**src/rtl/mem_multicycle_ctrl.sv**
```systemverilog
// Multi-cycle data-memory sequencer: runs the start/done bus handshake for SDRAM/I/O
// accesses, stalls the MEM stage, aborts on timeout and error-completes unmapped requests.
module mem_multicycle_ctrl #(
    parameter int TIMEOUT = 1023,
    parameter int CW      = 10
) (
    input  logic        clk,
    input  logic        reset_n,
    input  logic        req,
    input  logic        we,
    input  logic [31:0] wdata,
    input  logic        mem_sdram,
    input  logic        mem_io,
    input  logic        mem_rom,
    input  logic        mem_vram32,
    input  logic        mem_vram8,
    input  logic        mem_vrampx,
    input  logic        mem_multicycle,
    input  logic [31:0] mem_local_address,
    output logic        bus_start,
    output logic        bus_we,
    output logic        bus_io,
    output logic [31:0] bus_addr,
    output logic [31:0] bus_data,
    input  logic        bus_done,
    input  logic [31:0] bus_q,
    output logic        stall,
    output logic        ack,
    output logic [31:0] rdata,
    output logic        err,
    output logic        busy
);

    typedef enum logic [1:0] {S_IDLE, S_ISSUE, S_WAIT, S_DONE} state_t;

    state_t          state, state_nxt;
    logic [CW-1:0]   cnt;
    logic            err_r;
    logic            no_region;
    logic            timeout_hit;

    assign no_region   = ~(mem_sdram | mem_io | mem_rom | mem_vram32 | mem_vram8 | mem_vrampx);
    assign timeout_hit = (cnt == CW'(TIMEOUT - 1));

    always_ff @(posedge clk or negedge reset_n) begin
        if (!reset_n) state <= S_IDLE;
        else          state <= state_nxt;
    end

    always_comb begin
        state_nxt = state;
        case (state)
            S_IDLE: begin
                if (req && mem_multicycle) state_nxt = S_ISSUE;
                else if (req && no_region) state_nxt = S_DONE;
            end
            S_ISSUE: state_nxt = S_WAIT;
            // bus_done takes priority over a coincident timeout (handled in the datapath)
            S_WAIT:  if (bus_done || timeout_hit) state_nxt = S_DONE;
            S_DONE:  state_nxt = S_IDLE;
            default: state_nxt = S_IDLE;
        endcase
    end

    always_comb begin
        bus_start = 1'b0;
        ack       = 1'b0;
        err       = 1'b0;
        busy      = 1'b1;
        stall     = 1'b0;
        case (state)
            S_IDLE: begin
                busy  = 1'b0;
                stall = req & (mem_multicycle | no_region);
            end
            S_ISSUE: begin
                bus_start = 1'b1;
                stall     = 1'b1;
            end
            S_WAIT:  stall = 1'b1;
            S_DONE: begin
                ack = 1'b1;
                err = err_r;
            end
            default: busy = 1'b0;
        endcase
    end

    // Bus registers only load on IDLE->ISSUE, so they stay stable until ack.
    always_ff @(posedge clk or negedge reset_n) begin
        if (!reset_n) begin
            bus_we   <= 1'b0;
            bus_io   <= 1'b0;
            bus_addr <= '0;
            bus_data <= '0;
            cnt      <= '0;
            rdata    <= '0;
            err_r    <= 1'b0;
        end else begin
            case (state)
                S_IDLE: begin
                    if (req && mem_multicycle) begin
                        bus_we   <= we;
                        bus_io   <= mem_io;
                        bus_addr <= mem_local_address;
                        bus_data <= wdata;
                    end else if (req && no_region) begin
                        err_r <= 1'b1;
                    end
                end
                S_ISSUE: cnt <= '0;
                S_WAIT: begin
                    cnt <= cnt + 1'b1;
                    if (bus_done) begin
                        rdata <= bus_we ? 32'h0 : bus_q;
                        err_r <= 1'b0;
                    end else if (timeout_hit) begin
                        rdata <= 32'h0;
                        err_r <= 1'b1;
                    end
                end
                default: ;
            endcase
        end
    end

endmodule
```
**config.mk**
```make
export PLATFORM = sky130hd
export DESIGN_NAME = mem_multicycle_ctrl
export DESIGN_NICKNAME = d
export VERILOG_FILES = /design/src/rtl/mem_multicycle_ctrl.sv
export SDC_FILE = /design/constraint.sdc
export NUM_CORES = 1
export LEC_CHECK = 0
export CORE_MARGIN = 4
export CORE_UTILIZATION = 44
export CTS_CLUSTER_DIAMETER = 80
export DETAILED_ROUTE_END_ITERATION = 8
export PLACE_DENSITY = 0.85
export REMOVE_ABC_BUFFERS = 1
export SLEW_MARGIN = 20
export SYNTH_ARGS = -nofsm -noshare
export SYNTH_HDL_FRONTEND = slang
export SYNTH_SLANG_ARGS = --single-unit
```
**constraint.sdc**
```tcl
create_clock -name clk -period 2.7 [get_ports clk]
set_input_delay 0.405 -clock clk [delete_from_list [all_inputs] [get_ports clk]]
set_output_delay 0.405 -clock clk [all_outputs]
set_load 0.005 [all_outputs]
```
==> results of run 1 <==
==> power groups by stage <==
stage	Combinational, mW	Sequential (mW)	Clock, mW
global route	3.56	2.93	1.07
detailed placement	3.33	2.88	0
global placement	3.24	2.81	0
finish	3.30	2.84	0.976
CTS	3.34	2.85	1.01
floorplan	1.17	2.89	0
==> cell usage in the layout, fill, tap and decap left out, types with 2 or more instances in the layout <==
master and instances:
inv_1 9, o21ai_0 6, xnor2_1 2, nand3_2 2, nand3_1 6, a22o_2 3, mux2_2 66, buf_12 3
nand2_1 7, clkbuf_8 9, nor2b_1 2, a21o_1 2, a21oi_1 3, clkinv_8 2, clkdlybuf4s50_1 209, inv_8 2
a22o_1 31, o22ai_1 2, nor2_1 5, buf_4 2, mux2i_1 4, a31oi_1 2, ha_1 6, nor3_1 3
dfrtp_1 111
==> metrics by stage <==
step	std cells	cell area (um2)	hold slack (ps)
final	652	6880	59.0
after global routing	652	6880	97.8
after CTS	652	6880	70.2
after detailed placement	636	6680	480
after global placement	636	6680	477
after floorplan	289	4340	109
==> metal layers <==
metal	global-route usage, %	share of wire [%]
met5	0	0
met4	6.94	2.6
met3	5.68	7.3
met2	35.6	53
met1	21.7	37
==> cell families after synthesis <==
| logic type | after synthesis | synth area share, % |
|---|---|---|
| xor gates and xnor gates | 2 | 0.393 |
| DFF | 111 | 62.3 |
| adders and majority gates | 7 | 1.97 |
| AOI/OAI and AO/OA | 53 | 9.46 |
| buffers and inverters | 24 | 3.45 |
| and+or+nand+nor | 37 | 4.80 |
| muxes | 70 | 17.6 |
==> flip-flops by register name, indices dropped and copies added, names as in the netlist <==
register	flops
cnt	10
bus_we	1
bus_data	32
rdata	32
bus_io	1
state	2
err_r	1
bus_addr	32
==> path summary, 6_finish.rpt <==
kind	start	cells past startpoint	end	slack (ps)
setup / recovery	mem_io	6	stall	140
hold / removal	reset_n	1	bus_data[22]$_DFFE_PN0P_	60
setup reg to reg	state[0]$_DFFE_PN0P_	6	rdata[6]$_DFFE_PN0P_	590
hold reg to reg	rdata[3]$_DFFE_PN0P_	1	rdata[3]$_DFFE_PN0P_	510
max in group asynchronous	reset_n	2	bus_addr[10]$_DFFE_PN0P_	1880
min in group clk	rdata[3]$_DFFE_PN0P_	1	rdata[3]$_DFFE_PN0P_	510
==> final cells by class <==
cell class                 instances  area (um2)
clock buffer                       9         124
timing repair buffer             214        2170
fill                             706        2940
clock inverter                     7        77.6
tap                              133         166
inverter                           9        33.8
multi-input combinational        169        1540
sequential                       111        2780
==> what timing repair did <==
| item | CTS | global route |
|---|---|---|
| gates resized for setup | 0 | 1 |
| endpoints found under the hold margin | 0 | 0 |
| setup endpoints to repair | 0 | 1 |
| buffers inserted | 0 | 0 |
==> worst max-delay path, stage by stage <==
cell             delay (ps)
clkdlybuf4s50_1         410
nor4_1                  470
a21o_1                  180
a31oi_1                  80
nor2_1                  100
clkdlybuf4s50_1         510
==> results.json, run 1 <==
{
  "grt_pass1_wl_um": 17900,
  "dp_hpwl_um": 9030,
  "cts_hold_buffers": 0,
  "io_buffers": 210,
  "p_per_area_mw_per_mm2": 1030,
  "synthArstFlopShare_pct": 100,
  "n_antenna_cell": 0,
  "grt_overflow_total": 0,
  "pre_cts_slack_ps": 135,
  "core_mm2": 0.00982,
  "fin_ws_ps": 139,
  "avgSynthCellArea_um2": 14.7,
  "drtPass1Iterations": 4,
  "synth.most_common_cell": "dfrtp_1",
  "yosysTopAreaCell": "dfrtp_1",
  "syn2layout_area_growth_pct": 54.5,
  "vias": 3352,
  "critPathCaptureType": "primary output",
  "drive_gt1_share_pct": 18.7,
  "synthTopCellsByCount": "dfrtp_1 (111), mux2_2 (66), a22o_1 (31)",
  "clock-sinks": 111,
  "track_usage_pct": 19.6,
  "fin_setup_tns_ps": 0,
  "clockPowerShare_pct": 13.7,
  "yosys_warnings": 0,
  "synth_area_leaders": "dfrtp_1 (62%), mux2_2 (17%), a22o_1 (6.1%)",
  "max_slew.worst_pin.slew_ps": 672,
  "fmax_mhz": 391,
  "p_seq_share_pct": 39.9,
  "startpoint_type": "primary input",
  "drt_wl_total_um": 11700,
  "cts.clk_slew.worst_paths_ps": 110,
  "cts_buffers": 9,
  "syn_area_mm2": 0.00446,
  "maxCapViolCount": 0,
  "cts_buffer_depth": 2,
  "viasPerCell": 5.14,
  "cp.required_ps": 2300,
  "finClkSkew_ps": 13.5,
  "rows": 36,
  "peakVddDrop_v": 0.000719,
  "syn_inst": 304,
  "die_y_um": 109,
  "ys_ff_latch": 111,
  "h-tree-depth": 3,
  "ant_nets": 0,
  "drc": 0,
  "setup_viol": 0,
  "grt_pass1_vias": 3596,
  "synth_top_area_share_pct": 62.3,
  "cts_tree": "built",
  "grt_setup_unrepaired": "no",
  "grt_max_degree": 58,
  "worstSkewPairLatency_ps": 370,
  "nets": 629,
  "path_class": "primary input to primary output",
  "power.internal_mw": 4.97,
  "die_area_mm2": 0.0118,
  "relSlewSlack_pct": 55.2,
  "cp.arrival_ps": 2160,
  "avgRoutedWirePerCell_um": 18.0,
  "p_leak_nw": 3.00,
  "antenna_found_initial": 0,
  "final_hold_viol_count": 0,
  "start_util_pct": 45.4,
  "outcome": "completed",
  "synth_edf_count": 0,
  "seq_area_frac_synth_pct": 62.3,
  "gp_congestion": 0.786,
  "ios": 211,
  "period_needed_ps": 2560,
  "fp.dieW_um": 109,
  "swShare_pct": 30.1,
  "cp_max_fo": 3,
  "min_period_over_period_pct": 94.8,
  "drt_iter0_markers": 111,
  "pwr-share-comb_pct": 46.3,
  "cts-root-buf": "clkbuf_8",
  "finalMaxSlewViolations": 0,
  "p_sw_mw": 2.14,
  "hold_class": "primary input to async pin",
  "dominantRegCellSynth": "dfrtp_1",
  "fin_util_pct": 70.1,
  "power_mw": 7.11,
  "synth.distinct_cells": 39
}
(Power assumes the default switching activity.)
==> run 2: changes to the inputs <==
--- a/config.mk
+++ b/config.mk
@@ -5,6 +5,7 @@
 export SDC_FILE = /design/constraint.sdc
 export NUM_CORES = 1
 export LEC_CHECK = 0
+export ABC_AREA = 1
 export CORE_MARGIN = 4
 export CORE_UTILIZATION = 44
 export CTS_CLUSTER_DIAMETER = 80
==> run 2 against run 1 <==
Compared with the run above:
- non-clock buffer count did not move
- register-to-register slack improved by 70 ps
- largest cell class unchanged
- hold slack got worse by 3.7 ps
- critical path type is now flop to primary output
- clock-buffer cell count rose by 4
- fmax rose by 3.7%
- routed wire length rose by 0.47%
- critical endpoint unchanged
==> results.json, run 2 <==
{
  "outcome": "completed",
  "syn2layout_area_growth_pct": 54.3,
  "relSlewSlack_pct": 36.3,
  "p_sw_mw": 2.07,
  "period_needed_ps": 2470,
  "place_area_mm2": 0.00677,
  "viasPerCell": 4.84,
  "drc": 0,
  "dp_hpwl_um": 8930,
  "h-tree-depth": 3,
  "cts_buffers": 9,
  "fp.dieW_um": 109,
  "worstSkewPairLatency_ps": 370,
  "min_period_over_period_pct": 91.5,
  "final_common_cell": "clkdlybuf4s50_1",
  "nets": 714,
  "startpoint_type": "flop",
  "synthTopCellsByCount": "dfrtp_1 (111), nand2_1 (61), mux2_2 (58)",
  "setup_viol": 0,
  "p_leak_nw": 3.17,
  "power.internal_mw": 4.93,
  "finClkSkew_ps": 8.30,
  "critPathCaptureType": "primary output",
  "cp.required_ps": 2300,
  "hold_class": "primary input to async pin",
  "yosys_warnings": 0,
  "cts_buffer_depth": 2,
  "post-route-cell-area_mm2": 0.00696,
  "die_area_mm2": 0.0119,
  "dominantRegCellSynth": "dfrtp_1",
  "cts_hold_buffers": 0,
  "cts.clk_slew.worst_paths_ps": 90,
  "fin_setup_tns_ps": 0,
  "grt_setup_unrepaired": "no",
  "reg_top3": "bus_addr: 32 flops, bus_data: 32 flops, rdata: 32 flops",
  "drt_iter0_markers": 127,
  "seq_area_frac_synth_pct": 61.6,
  "peakVddDrop_v": 0.000559,
  "syn_area_mm2": 0.00451,
  "fin_ws_ps": 230,
  "p_seq_share_pct": 40.3,
  "whs_ps": 55.3,
  "swShare_pct": 29.6,
  "synth.most_common_cell": "dfrtp_1",
  "pwr-share-comb_pct": 45.6,
  "ant_nets": 0,
  "start_util_pct": 45.7,
  "power_mw": 7.00,
  "cp.arrival_ps": 2060,
  "dr.max_layer_used": "met4",
  "grt_pass1_wl_um": 18300,
  "finalMaxSlewViolations": 0,
  "avgRoutedWirePerCell_um": 16.0,
  "synth.distinct_cells": 22,
  "die_y_um": 109,
  "antenna_found_initial": 0,
  "core_mm2": 0.00986,
  "cts_tree": "built",
  "layout_common_cells": "clkdlybuf4s50_1 (209), dfrtp_1 (111), nand2_1 (61)",
  "max_slew.worst_pin.slew_ps": 956,
  "drive_gt1_share_pct": 14.1,
  "yosysTopAreaCell": "dfrtp_1",
  "final_hold_viol_count": 0,
  "clock-sinks": 111,
  "p_per_area_mw_per_mm2": 1010,
  "path_class": "flop to primary output",
  "cts-root-buf": "clkbuf_8",
  "synth_top_area_share_pct": 61.6,
  "fmax_mhz": 405,
  "cp_max_fo": 6,
  "grt_overflow_total": 0,
  "rows": 36,
  "wl_met2_um": 6140,
  "synth_edf_count": 0,
  "grt_pass1_vias": 3754,
  "ctsResizeCount": 0,
  "clockPowerShare_pct": 14.1,
  "maxCapViolCount": 0,
  "synthArstFlopShare_pct": 100,
  "syn_inst": 387,
  "gp_congestion": 0.762,
  "fin_cells": 737,
  "fin_util_pct": 70.6,
  "grt_max_degree": 69,
  "ios": 211,
  "io_buffers": 210,
  "n_antenna_cell": 0,
  "drt_wl_total_um": 11800,
  "drtPass1Iterations": 4,
  "synth_area_leaders": "dfrtp_1 (62%), mux2_2 (14%), nand2_1 (5.1%)",
  "m1WireLength_um": 4190,
  "dp.cells": 721,
  "ys_ff_latch": 111,
  "pre_cts_slack_ps": 385,
  "dr_wl_met3_um": 1070,
  "reg2reg_depth": 5,
  "cts_setup_buffers": 0,
  "avgSynthCellArea_um2": 11.7,
  "track_usage_pct": 20.1,
  "vias": 3564
}
-- run 2: kinds of logic (layout without fill, tap and decap cells) --
| kind of cell | count (synthesis) | after routing | synth area share (%) |
|---|---|---|---|
| AOI/OAI and AO/OA | 50 | 50 | 5.63 |
| xor gates and xnor gates | 1 | 1 | 0.194 |
| adders and majority gates | 7 | 7 | 1.94 |
| buffers and inverters | 63 | 280 | 5.71 |
| DFF | 111 | 111 | 61.6 |
| muxes | 65 | 65 | 16.8 |
| and+or+nand+nor | 90 | 90 | 8.13 |
-- run 2: power groups by stage --
stage | combinational, mW | clock, mW | sequential, mW
final | 3.19 | 0.987 | 2.82
after global routing | 3.48 | 1.09 | 2.92
after CTS | 3.25 | 1.01 | 2.83
after detailed placement | 3.24 | 0 | 2.85
after global placement | 3.14 | 0 | 2.80
after floorplan | 1.11 | 0 | 2.87
-- run 2: per-layer routing --
| layer | GRT usage (%) | up-vias |
|---|---|---|
| met5 | 0 | - |
| met4 | 9.80 | 0 |
| met3 | 7.58 | 27 |
| met2 | 34.7 | 142 |
| met1 | 21.7 | 1721 |
| li1 | - | 1674 |
-- run 2: path summary, 6_finish.rpt --
kind | endpoint | from | slack [ps]
max | stall | state[0]$_DFFE_PN0P_ | 230
min | rdata[24]$_DFFE_PN0P_ | reset_n | 60
max reg2reg | rdata[13]$_DFFE_PN0P_ | state[0]$_DFFE_PN0P_ | 660
min reg2reg | err_r$_DFFE_PN0P_ | err_r$_DFFE_PN0P_ | 490
max in group asynchronous | rdata[19]$_DFFE_PN0P_ | reset_n | 1930
min in group clk | err_r$_DFFE_PN0P_ | err_r$_DFFE_PN0P_ | 490
-- run 2: area by class of cell --
| class | count | area (um2) |
|---|---|---|
| multi-input combinational | 213 | 1480 |
| sequential | 111 | 2780 |
| inverter | 50 | 188 |
| timing repair buffer | 214 | 2150 |
| clock buffer | 13 | 149 |
| tap | 133 | 166 |
| fill | 712 | 2900 |
| clock inverter | 3 | 42.5 |
-- run 2: critical path: stages (launching register included) --
cell and delay [ps]:
dfrtp_1 410, inv_1 100, ha_1 380, inv_1 120, a31oi_1 180, clkdlybuf4s50_1 520
